`src/rtl/product_accumulator.sv`:
```
// product_accumulator: sums a stream of signed 64-bit products into a wide
// accumulator, then emits one rounded, shifted and saturated 32-bit result
// per accumulation. Accumulations end on in_last or after MAX_LEN beats.
// The result is held under valid/ready backpressure; no product is accepted
// while a result is pending.
module product_accumulator #(
    parameter int SHIFT   = 16,
    parameter int MAX_LEN = 256
) (
    input  logic        clk,
    input  logic        reset,
    input  logic        in_valid,
    output logic        in_ready,
    input  logic [63:0] in_product,
    input  logic        in_last,
    output logic        out_valid,
    input  logic        out_ready,
    output logic [31:0] out_data,
    output logic        out_sat,
    output logic        out_forced
);

    typedef enum logic {
        ACC  = 1'b0,
        HOLD = 1'b1
    } state_t;

    // Half of one output LSB, added before the shift (round half up).
    // With SHIFT=0 there is nothing to round.
    localparam int          RND_POS = (SHIFT > 0) ? SHIFT - 1 : 0;
    localparam logic [72:0] RND     = (SHIFT > 0) ? (73'd1 << RND_POS) : 73'd0;

    // Signed 32-bit clamp bounds expressed in the 73-bit rounding domain.
    localparam logic signed [72:0] MAXV = 73'sd2147483647;
    localparam logic signed [72:0] MINV = -73'sd2147483648;

    localparam logic [8:0] LAST_CNT = 9'(MAX_LEN - 1);

    state_t             state_q, state_d;
    logic               live;       // low until the first edge after reset
    logic signed [71:0] acc;
    logic [8:0]         cnt;

    logic               accept;
    logic               at_max;
    logic               ending;
    logic signed [71:0] sum_total;
    logic signed [72:0] biased;
    logic signed [72:0] rounded;
    logic               sat_hi;
    logic               sat_lo;

    assign accept    = in_valid & in_ready;
    assign at_max    = (cnt == LAST_CNT);
    assign ending    = accept & (in_last | at_max);

    // The ending beat is folded in combinationally so the result can be
    // registered on the same edge the beat is accepted.
    assign sum_total = acc + {{8{in_product[63]}}, in_product};

    // One extra bit of headroom: a near-full-scale sum plus the rounding
    // constant would otherwise wrap.
    assign biased    = {sum_total[71], sum_total} + RND;
    assign rounded   = biased >>> SHIFT;
    assign sat_hi    = (rounded > MAXV);
    assign sat_lo    = (rounded < MINV);

    // State register; also tracks the first edge out of reset.
    always_ff @(posedge clk or negedge reset) begin
        if (!reset) begin
            state_q <= ACC;
            live    <= 1'b0;
        end else begin
            state_q <= state_d;
            live    <= 1'b1;
        end
    end

    // Next-state and handshake outputs.
    always_comb begin
        state_d   = state_q;
        in_ready  = 1'b0;
        out_valid = 1'b0;
        case (state_q)
            ACC: begin
                in_ready = live;
                if (in_valid && live && (in_last || at_max))
                    state_d = HOLD;
            end
            HOLD: begin
                out_valid = 1'b1;
                if (out_ready)
                    state_d = ACC;
            end
            default: state_d = ACC;
        endcase
    end

    // Accumulator and beat counter; both restart on the ending beat.
    always_ff @(posedge clk or negedge reset) begin
        if (!reset) begin
            acc <= '0;
            cnt <= '0;
        end else if (accept) begin
            if (ending) begin
                acc <= '0;
                cnt <= '0;
            end else begin
                acc <= sum_total;
                cnt <= cnt + 9'd1;
            end
        end
    end

    // Result registers: captured on the ending beat, held through HOLD.
    always_ff @(posedge clk or negedge reset) begin
        if (!reset) begin
            out_data   <= '0;
            out_sat    <= 1'b0;
            out_forced <= 1'b0;
        end else if (ending) begin
            if (sat_hi)
                out_data <= 32'h7FFF_FFFF;
            else if (sat_lo)
                out_data <= 32'h8000_0000;
            else
                out_data <= rounded[31:0];
            out_sat    <= sat_hi | sat_lo;
            out_forced <= at_max & ~in_last;
        end
    end

endmodule

```
`config.mk`:
```
export PLATFORM = sky130hd
export DESIGN_NAME = product_accumulator
export DESIGN_NICKNAME = d
export VERILOG_FILES = /design/src/rtl/product_accumulator.sv
export SDC_FILE = /design/constraint.sdc
export NUM_CORES = 1
export LEC_CHECK = 0
export BUFFER_PORTS_ARGS = -buffer_cell sky130_fd_sc_hd__buf_4
export CAP_MARGIN = 5
export CORE_MARGIN = 3
export CORE_UTILIZATION = 60
export CTS_CLUSTER_SIZE = 40
export DETAILED_ROUTE_END_ITERATION = 12
export GPL_TIMING_DRIVEN = 0
export PLACE_DENSITY = 0.87
export SYNTH_ARGS = -nofsm -noshare
export SYNTH_HDL_FRONTEND = slang
export SYNTH_SLANG_ARGS = --single-unit
export TNS_END_PERCENT = 30
```
`constraint.sdc`:
```
create_clock -name clk -period 12.1 [get_ports clk]
set_input_delay 1.21 -clock clk [delete_from_list [all_inputs] [get_ports clk]]
set_output_delay 1.21 -clock clk [all_outputs]
set_load 0.01 [all_outputs]
```
==> metrics <==
main combinational cell family by area after synthesis compound AO/OA/AOI/OAI gates; Syn-to-layout area delta 14.9%; Clk pwr share 13.8%; final setup fails 0; CTS Sinks 117; Mapped Cells 1,497; Unique masters post-synth 84; vias 13,147; largest cells by area after synthesis dfrtp_1 25%, ha_1 7.9%, o21ai_0 6.1%; total gr overflow 0; Buffers on Ports 104; layout cells sized above 1 12.7%; Post-route DRC 0; Final Max Slew Viols 0; dpl cell area 12,800 µm²; Final Skew 15.2 ps; max_cap viols 0; FF+latch count, synth 117; first-pass GRT wire length 69.5 mm; 1st-iter DRT viols 1,363; Net Sw Frac 55.0%; crit end category flop; Synth Flop Type dfrtp_1; area leader, netlist dfrtp_1; ys async rst share 100%; register area share after synthesis 25.1%; DR pass1 iterations 5; Synth Area in XOR/XNOR 7.06%; Via-to-Cell Ratio 6.93; FP Rows 50; final instance area 13,400 µm²; final WL 45.1 mm; vias in the first global route 12,472; core area 18,900 µm²; adder-cell area share of the yosys netlist 8.11%; Startpoint Class primary input; crit path time final 8070 ps; worst hold-check path type flop to flop; sequential power share 17.1%; Die W 145 µm; Pint 0.00173 W; WL per Instance 23.8 µm; Synth Cell Area 11,700 µm²; Net count, final 1,767; P per Cell Area 287 nW/µm²; worst slew margin relative to its limit 9.48%; diodes inserted 0; Clk pin slew, worst setup/hold paths 60 ps; Comb pwr share 69.1%; Fin. Hold Viols 0; aggregate global-route resource usage 41.5%; Die ar. 21,100 µm²; Post-Route Utilization 70.9%; post-synthesis simple-gate area fraction 24.8%; clock buffer depth 2; Initial Utilization 61.7%; Final ANT Viol Nets 0; power consumption 0.00384 W; maximum vdd drop 0.000174 V; reported net switching power 0.00211 W; RSZ-0062 raised after global routing false; top cell type's share of synthesized area 25.1%; Ys Warns 0; Max Fclk 124 MHz; Tcrit/Tclk final 66.7%; largest net degree at the start of global routing 76; post-route setup TNS 0 ps; # H-tree levels 4; setup bufs post-CTS 0; Worst-Margin Slew 1360 ps; Hold Buf Count CTS 0; compound-cell area share of the yosys netlist 30.4%; average cell area after synthesis 7.79 µm²; initial antenna violation count 0; WP data arrival 8340 ps; post_cts resized 0; number of synthesized flops with an enable pin 0; worst skew pair latency 440 ps; CTS Root Cell clkbuf_16; CTS Buf Count 17; Mapped Nets 1,641; WP data required 12,370 ps; Post-DP HPWL 34.9 mm; filler cell count 1,541; Die Ht 145 µm; critical path type primary input to flop; IO Pins 105; post-synthesis mux area share 0.912%; status finished, final reports clean; CTS tree done; static leakage 5.58 nW; worst-path maximum fanout 10; gpl congestion 1.07
cell type report:
cell class | count | area [µm²] | area share [%]
inverters | 18 | 67.6 | 0.504
flip-flops and latches | 117 | 2930 | 21.9
clock inverters | 15 | 159 | 1.19
clock buffers | 17 | 425 | 3.18
plain buffers | 76 | 349 | 2.61
well taps | 260 | 325 | 2.43
multi-input cells | 1286 | 8320 | 62.1
repair buffers | 107 | 827 | 6.17
layout by cell type (no fill, tap or decap), types with 7 or more instances in the layout:
cell       count
nor4_1        26
and4_1         9
a22o_1        43
dfrtp_1      117
nor3_1        32
xor2_1        36
clkbuf_1      66
inv_1         18
or3_1          7
ha_1          74
nand4_1       45
or4_1          7
and2_1        17
o211ai_1      17
and3_1        10
buf_4        103
o21ai_0      142
buf_2          7
clkbuf_16     17
a21oi_1      129
o211a_1        7
nor2b_1       10
a21o_1        33
a211oi_1      19
a31oi_1        9
xnor2_1       58
nor2_1       152
o22ai_2       29
nand2_1      180
nand3_1       44
o21bai_1       8
nand2b_1       7
or2_2          8
cell usage after synthesis, drive strengths merged (8+ instances only):
master / number
xor2: 36
xnor2: 58
nand3: 44
nor3: 35
and2: 17
a31oi: 9
nor4: 28
o22ai: 32
a211oi: 19
dfrtp: 117
nand4: 45
clkbuf: 66
o21ai: 147
and4: 9
a22o: 43
and3: 10
nand2: 180
nor2b: 10
buf: 10
inv: 18
nor2: 153
o21bai: 8
a21oi: 129
or3: 8
ha: 74
a21o: 34
or2: 10
o211ai: 18
through the flow:
| step | hold slack [ps] | setup slack (ps) | cells |
|---|---|---|---|
| final | 487 | 4030 | 1896 |
| after global routing | 505 | 3960 | 1896 |
| after CTS | 490 | 4380 | 1896 |
| after detailed placement | 475 | 4080 | 1864 |
| after global placement | 467 | 3970 | 1861 |
| after floorplan | 454 | 5800 | 1497 |
critical path, cell delays in order:
cell and delay (ps):
buf_4 110, ha_1 240, fa_1 460, a211oi_1 610, o21ai_2 170, or4b_1 210, buf_2 160, a211oi_1 90
a211oi_1 420, nand2_1 360, nor4b_1 970, nand4_1 500, or4_1 600, buf_2 210, or3_1 400, xnor2_1 160
nand2_1 100, nor3_1 50, a21oi_1 540, clkbuf_1 640, o22ai_2 140
registers in the layout, indices dropped and copies added, names as in the netlist:
register and flops:
live 1, state_q 1, out_forced 1, out_sat 1, cnt 9, out_data 32
acc 72
metal layers:
metal	vias to the layer above	GRT usage [%]	share of wire (%)
met5	-	3.18	0.21
met4	2	14.2	3.4
li1	5885	-	-
met2	925	61.4	42
met3	129	12.2	12
met1	6206	58.0	42
path summary, 6_finish.rpt:
kind	startpoint	endpoint	slack, ps	depth (start not counted)
worst max register to register	acc[0]$_DFFE_PN0P_	out_data[27]$_DFFE_PN0P_	4530	20
worst max-delay path	in_product[0]	out_data[27]$_DFFE_PN0P_	4030	21
max in group asynchronous	reset	acc[33]$_DFFE_PN0P_	10670	2
min in group asynchronous	reset	acc[55]$_DFFE_PN0P_	700	1
worst min-delay path	acc[11]$_DFFE_PN0P_	acc[11]$_DFFE_PN0P_	490	2
worst min register to register	acc[11]$_DFFE_PN0P_	acc[11]$_DFFE_PN0P_	490	2
power groups by stage:
stage | clock, W | combinational, W | sequential (W)
6_report | 0.000530 | 0.00265 | 0.000657
5_1_grt | 0.000543 | 0.00283 | 0.000669
4_1_cts | 0.000527 | 0.00254 | 0.000649
3_5_place_dp | 0 | 0.00250 | 0.000652
3_3_place_gp | 0 | 0.00244 | 0.000643
2_1_floorplan | 0 | 0.00176 | 0.000635
logic make-up after synthesis:
logic type / count (synthesis)
xor+xnor: 94
flops: 117
simple gates: 586
compound gates: 520
mux: 10
fa+ha+maj: 75
other cells: 1
buf+inv: 94
(Power assumes the default switching activity.)
